$ cat src/rtl/dff_init_seq_pkg.sv
// Shared types and width helpers for the dff_init_seq register-bank sequencer.
package dff_init_seq_pkg;

  typedef enum logic {
    ST_HOLD = 1'b0,
    ST_RUN  = 1'b1
  } state_t;

  // Bits needed to count 0..n-1; never narrower than one bit.
  function automatic int cnt_w(input int n);
    return (n <= 1) ? 1 : $clog2(n);
  endfunction

endpackage

$ cat src/rtl/dff_init_seq_wdog.sv
// Idle-cycle counter for the RUN state: raises o_fire on the WDOG_CYCLES-th
// consecutive idle RUN cycle. Only built when DFF_INIT_SEQ_WDOG_EN is defined.
module dff_init_seq_wdog
  import dff_init_seq_pkg::*;
#(
  parameter int WDOG_CYCLES = 16
) (
  input  logic i_clk,
  input  logic i_rst,
  input  logic i_run,
  input  logic i_idle,
  output logic o_fire
);

  localparam int ICNT_W = cnt_w(WDOG_CYCLES);
  localparam logic [ICNT_W-1:0] ICNT_LAST = ICNT_W'(WDOG_CYCLES - 1);

  logic [ICNT_W-1:0] r_icnt;

  assign o_fire = i_run & i_idle & (r_icnt == ICNT_LAST);

  // Firing sends the bank to HOLD, so the count restarts along with it.
  always_ff @(posedge i_clk) begin
    if (i_rst || !i_run || !i_idle || o_fire) begin
      r_icnt <= '0;
    end else begin
      r_icnt <= r_icnt + 1'b1;
    end
  end

endmodule

$ cat src/rtl/dff_init_seq.sv
// Init/hold/run sequencer for a WIDTH-bit flop bank with masked software re-init.
// Optional idle watchdog is enabled by defining DFF_INIT_SEQ_WDOG_EN.
module dff_init_seq
  import dff_init_seq_pkg::*;
#(
  parameter int               WIDTH       = 13,
  parameter logic [WIDTH-1:0] INIT_VAL    = 13'h0905,
  parameter logic [WIDTH-1:0] INIT_MASK   = 13'h1DFF,
  parameter int               HOLD_CYCLES = 4,
  parameter int               WDOG_CYCLES = 16
) (
  input  logic             C,
  input  logic             R,
  input  logic [WIDTH-1:0] D,
  input  logic             en,
  input  logic             reinit_req,
  input  logic [WIDTH-1:0] reinit_mask,
  output logic [WIDTH-1:0] Q,
  output logic             busy,
  output logic             done,
  output logic             ack,
  output logic             wdog_fire,
  output state_t           dbg_state
);

  localparam int               HCNT_W    = cnt_w(HOLD_CYCLES);
  localparam logic [HCNT_W-1:0] HCNT_LAST = HCNT_W'(HOLD_CYCLES - 1);
  localparam logic [WIDTH-1:0]  IV        = INIT_VAL & INIT_MASK;

  if (HOLD_CYCLES < 1) begin : g_bad_hold
    $error("HOLD_CYCLES must be at least 1");
  end
  if (WDOG_CYCLES < 1) begin : g_bad_wdog
    $error("WDOG_CYCLES must be at least 1");
  end

  state_t            r_state, w_state_nxt;
  logic [HCNT_W-1:0] r_hcnt, w_hcnt_nxt;
  logic [WIDTH-1:0]  r_q, w_q_nxt;
  logic              r_busy, w_busy_nxt;
  logic              r_done, w_done_nxt;
  logic              r_ack, w_ack_nxt;
  logic              r_fire, w_fire_nxt;
  logic              w_wdog_fire;

`ifdef DFF_INIT_SEQ_WDOG_EN
  dff_init_seq_wdog #(
    .WDOG_CYCLES(WDOG_CYCLES)
  ) u_wdog (
    .i_clk (C),
    .i_rst (R),
    .i_run (r_state == ST_RUN),
    .i_idle(~en & ~reinit_req),
    .o_fire(w_wdog_fire)
  );
`else
  assign w_wdog_fire = 1'b0;
`endif

  // Re-init handshake: reinit_req is a level sampled only in RUN; acceptance
  // is signalled by a one-cycle ack, after which the requester drops the
  // request. A request still high on the first RUN cycle is accepted again.
  always_comb begin
    w_state_nxt = r_state;
    w_hcnt_nxt  = r_hcnt;
    w_q_nxt     = r_q;
    w_busy_nxt  = r_busy;
    w_done_nxt  = 1'b0;
    w_ack_nxt   = 1'b0;
    w_fire_nxt  = 1'b0;
    case (r_state)
      ST_HOLD: begin
        if (r_hcnt == HCNT_LAST) begin
          w_state_nxt = ST_RUN;
          w_hcnt_nxt  = '0;
          w_busy_nxt  = 1'b0;
          w_done_nxt  = 1'b1;
        end else begin
          w_hcnt_nxt = r_hcnt + 1'b1;
        end
      end
      ST_RUN: begin
        if (reinit_req) begin
          w_q_nxt     = (r_q & ~reinit_mask) | (IV & reinit_mask);
          w_ack_nxt   = 1'b1;
          w_state_nxt = ST_HOLD;
          w_hcnt_nxt  = '0;
          w_busy_nxt  = 1'b1;
        end else if (w_wdog_fire) begin
          w_q_nxt     = IV;
          w_fire_nxt  = 1'b1;
          w_state_nxt = ST_HOLD;
          w_hcnt_nxt  = '0;
          w_busy_nxt  = 1'b1;
        end else if (en) begin
          w_q_nxt = D;
        end
      end
      default: begin
        w_state_nxt = ST_HOLD;
        w_hcnt_nxt  = '0;
        w_busy_nxt  = 1'b1;
      end
    endcase
  end

  always_ff @(posedge C) begin
    if (R) begin
      r_state <= ST_HOLD;
      r_hcnt  <= '0;
      r_q     <= IV;
      r_busy  <= 1'b1;
      r_done  <= 1'b0;
      r_ack   <= 1'b0;
      r_fire  <= 1'b0;
    end else begin
      r_state <= w_state_nxt;
      r_hcnt  <= w_hcnt_nxt;
      r_q     <= w_q_nxt;
      r_busy  <= w_busy_nxt;
      r_done  <= w_done_nxt;
      r_ack   <= w_ack_nxt;
      r_fire  <= w_fire_nxt;
    end
  end

  assign Q         = r_q;
  assign busy      = r_busy;
  assign done      = r_done;
  assign ack       = r_ack;
  assign wdog_fire = r_fire;
  assign dbg_state = r_state;

endmodule

$ cat config.mk
export PLATFORM = sky130hd
export DESIGN_NAME = dff_init_seq
export DESIGN_NICKNAME = d
export VERILOG_FILES = /design/src/rtl/dff_init_seq_pkg.sv /design/src/rtl/dff_init_seq_wdog.sv /design/src/rtl/dff_init_seq.sv
export SDC_FILE = /design/constraint.sdc
export NUM_CORES = 1
export LEC_CHECK = 0
export CAP_MARGIN = 20
export CORE_UTILIZATION = 37
export CTS_CLUSTER_DIAMETER = 60
export DETAILED_ROUTE_END_ITERATION = 8
export PLACE_DENSITY = 0.87
export SLEW_MARGIN = 15
export SYNTH_ARGS = -nofsm -noshare
export SYNTH_HDL_FRONTEND = slang
export SYNTH_HIERARCHICAL = 1
export SYNTH_SLANG_ARGS = --single-unit
$ cat constraint.sdc
create_clock -name C -period 2.16 [get_ports C]
set_input_delay 0.216 -clock C [delete_from_list [all_inputs] [get_ports C]]
set_output_delay 0.216 -clock C [all_outputs]
set_load 0.01 [all_outputs]
# Word-level counts from Yosys, hierarchy flattened

Cells that the tools add are included.

Register bits after elaboration: 19
Input bits: 30
Logic and storage cells: 31

Add/sub/neg operators: 1
Eq/ne operators: 3
Multiplexer cells: 12
Bitwise logic cells: 4
Reduce and logical (&&, ||, !) cells: 5

Operator list:

| kind                | count |
|---|---|
| $mux 13             | 2 |
| $and 13x13->13      | 1 |
| $not 13->13         | 1 |
| $or 13x12->13       | 1 |
| $mux 1              | 5 |
| $mux 2              | 2 |
| $ne 2x2->1 const B  | 2 |
| $pmux 1 s2          | 2 |
| $pmux 2 s2          | 1 |
| $reduce_and 2->1    | 2 |
| $reduce_or 2->1     | 2 |
| $add 2x1->2 const B | 1 |
| $eq 2x2->1 const B  | 1 |
| $reduce_bool 2->1   | 1 |
| $not 1->1           | 1 |

# Longest topological paths before layout

Depth in word-level cells: 4
Depth in mapped cells: 5

# Worst setup path after synthesis

OpenSTA, ideal clock, no wires.

Path kind: register to register
From: register r_state, in the netlist dbg_state
To: register r_q[10], in the netlist Q[10]
Arrival: 1143 ps
Data required time: 2043 ps
Setup slack: 900 ps
Cell stages (with the launch flop): 6
Path buffers: 2
Clock period less this slack: 1260 ps
Cells stage by stage: dfxtp_1 > and2_1 > buf_4 > buf_6 > nand2_1 > a32o_1

Word-level cells in the longest chain between the ends: 1

Ends and longest elaborated chain:

| element                           | line                | source |
|---|---|---|
| start, declared                   | dff_init_seq.sv:37  | `state_t r_state, w_state_nxt;` |
| start signal, assigned            | dff_init_seq.sv:117 | `r_state <= w_state_nxt;` |
| $reduce_and 2->1 (no source line) | n/a                 |  |
| end signal, assigned              | dff_init_seq.sv:119 | `r_q <= w_q_nxt;` |
| end, declared                     | dff_init_seq.sv:39  | `logic [WIDTH-1:0] r_q, w_q_nxt;` |

Every way passes these cells.
A chain may end at the register's enable or synchronous reset.

# Worst setup path after layout

From: register r_state, in the netlist dbg_state
To: output port dbg_state

RTL lines:

| element       | line               | source |
|---|---|---|
| end, declared | dff_init_seq.sv:23 | `output state_t dbg_state` |

No word-level cell between the ends.

==> impl_metrics.toml <==
[final_layout]
area_growth_pct = 68.80
diodes = 0
layout-drive-gt1-share_pct = 4.959
finalInstanceArea_sq_mm = 0.001219
n_fill_cell = 136
final_nets = 153
layout.cells.non_filler = 146

[setup_path]
critPathMaxFanout = 10
cp_top_family = "buffers and inverters"
critPathKind = "reg -> out"
cpPeakStageDelay_ns = 0.59
setup.worst_path.start_class = "register"
critPathArrivalTime_ns = 1.37
worstPathRequired_ns = 1.94
cp_num_buf_inv = 1
endpoint_kind = "output pin"
crit_slowest_cell = "clkdlybuf4s50_1"
crit_chain = "clkdlybuf4s50_1"

[floorplanning]
row_count = 15
initial_utilization_pct = 40.49
dieArea_sq_mm = 0.002132
die_w_um = 46.17
die_height_um = 46.17
pin_count = 48
fp.coreArea_sq_mm = 0.001783

[clocking]
cts_tree = "done"
ctsResizeCount = 0
insertion_delay_ns = 0.29
htreeDepth = 1
root_buffer = "clkbuf_4"
numClockSinks = 19
cts_buffers = 3
cts_buffer_depth = 2
clk_pin_slew_worst_paths_ns = 0.10
post-cts-setup-buffers = 0
cts_hold_buf = 0

[synth]
ys_seq_area_share_pct = 52.69
syn_avg_cell_area_sq_um = 9.756
synthTopCellsByArea = "dfxtp_1 (53%), a32o_1 (12%), a21oi_1 (6.9%), nand2_1 (4.7%), nand2b_1 (3.5%)"
synth.most_common_cell = "dfxtp_1"
synth_edf_count = 0
async_flop_share_pct = 0
synth_top_area_cell = "dfxtp_1"
yosys_warnings = 6
ys_ff_latch = 19
yosysTopAreaCellShare_pct = 52.69
synth_flop_cell = "dfxtp_1"
syn_nets = 105
synth_cells = 74
ys_types = 20
syn_area_sq_um = 721.9
synthTopCellsByCount = "dfxtp_1 (19), a21oi_1 (10), a32o_1 (9), nand2_1 (9), nor2_1 (6)"

[drt]
drc = 0
drt-total-wl_um = 1858
post_drt_wl_per_cell_um = 12.73
drtIter0Drc = 18
drtAntennaViolNets = 0
vias_per_cell = 4.986
dr.pass1.iters = 6
via_count = 728

[sta]
setup_violations = 0
finalClockSkew_ns = 0.003941
grt_setup_unrepaired = "no"
final_hold_viol_count = 0
setup-tns-final_ns = 0
fin_ws_ns = 0.5774
max_freq_mhz = 631.9
min_period_over_period_pct = 73.27
tightestPinTransition_ns = 0.5656
slew_headroom_pct = 62.13
period_needed_ns = 1.583
finalMaxSlewViolations = 0

[grt]
grt_max_degree = 16
grt.overflow.total = 0
track_usage_pct = 18.90
antenna_found_initial = 0
first_global_vias = 637
grt_pass1_wl_um = 2760

[pwr]
leakage_nw = 0.4437
p_per_area_mw_per_mm2 = 542.1
total_power_mw = 0.6607
ir_worst_vdd_v = 0.0003124

[run_status]
outcome = "finished, final reports clean"

[placed_design]
dp_hpwl_um = 1413
io_buffers = 46
place_inst = 142
gp_congestion = 0.7134
dp_slack_ns = 0.4629
post_dp_cell_area_sq_mm = 0.001192

[job]
drv_cap = 0

[min_path]
hold_class = "reg -> reg"
per-layer routing:
metal / vias to the layer above / track usage (%) / wire length, um
li1: 360 / - / -
met1: 325 / 20.57 / 809
met2: 39 / 32.68 / 874
met3: 4 / 6.275 / 159
met4: 0 / 8.824 / 14
met5: - / 0 / 0
state kept, by name, summed over array words and instances, names as in the netlist:
signal / flops
Q: 13
r_hcnt: 2
ack: 1
busy: 1
dbg_state: 1
done: 1
logic make-up (layout without fill, tap and decap cells):
group	after synthesis	count (layout)	synth area share, %
other	1	1	0.5194
flip-flops	19	19	52.69
AND/OR/NAND/NOR	25	25	17.68
adder cells (fa/ha/maj)	1	1	1.733
buffers and inverters	6	53	5.545
AO/OA/AOI/OAI	22	22	21.84
through the flow:
stage,utilization (%),hold WS (ns)
2_1_floorplan,-,0.3381
3_3_place_gp,66.88,0.4778
3_5_place_dp,66.88,0.4799
4_1_cts,68.35,0.4986
5_1_grt,68.35,0.4966
6_report,68.35,0.4956
power breakdown:
group,internal [mW],switching (mW),total [mW]
Sequential,0.364,0.00934,0.374
Combinational,0.0761,0.0391,0.115
Clock,0.0717,0.100,0.172
Total,0.512,0.149,0.661
worst paths after layout:
path                     startpoint                endpoint  slack (ns)  cells past startpoint
max            dbg_state$_SDFF_PP0_               dbg_state        0.58                      1
min          r_hcnt[1]$_SDFFE_PP0P_  r_hcnt[1]$_SDFFE_PP0P_        0.50                      2
max reg2reg    dbg_state$_SDFF_PP0_       Q[1]$_SDFFE_PP0P_        0.67                      3
min reg2reg  r_hcnt[1]$_SDFFE_PP0P_  r_hcnt[1]$_SDFFE_PP0P_        0.50                      2
layout by cell type, fill, tap and decap left out:
cell,n
a21oi_1,10
a31oi_1,2
a32o_1,9
and2_1,1
buf_4,2
clkbuf_1,1
clkbuf_4,3
clkdlybuf4s50_1,46
conb_1,1
dfxtp_1,19
ha_1,1
inv_1,1
nand2_1,9
nand2b_1,4
nand3_1,1
nand4bb_1,1
nor2_1,6
nor2b_1,1
nor3_1,1
nor3b_2,1
o21ai_0,1
cell type report:
type / count / area, sq um / area share [%]
flip-flops and latches: 19 / 380.4 / 31.21
repair buffers: 48 / 475.5 / 39.01
multi-input cells: 49 / 301.5 / 24.74
clock buffers: 4 / 26.28 / 2.156
inverters: 1 / 3.754 / 0.3080
well taps: 25 / 31.28 / 2.567
No activity file was read; power rests on OpenSTA's default activity.
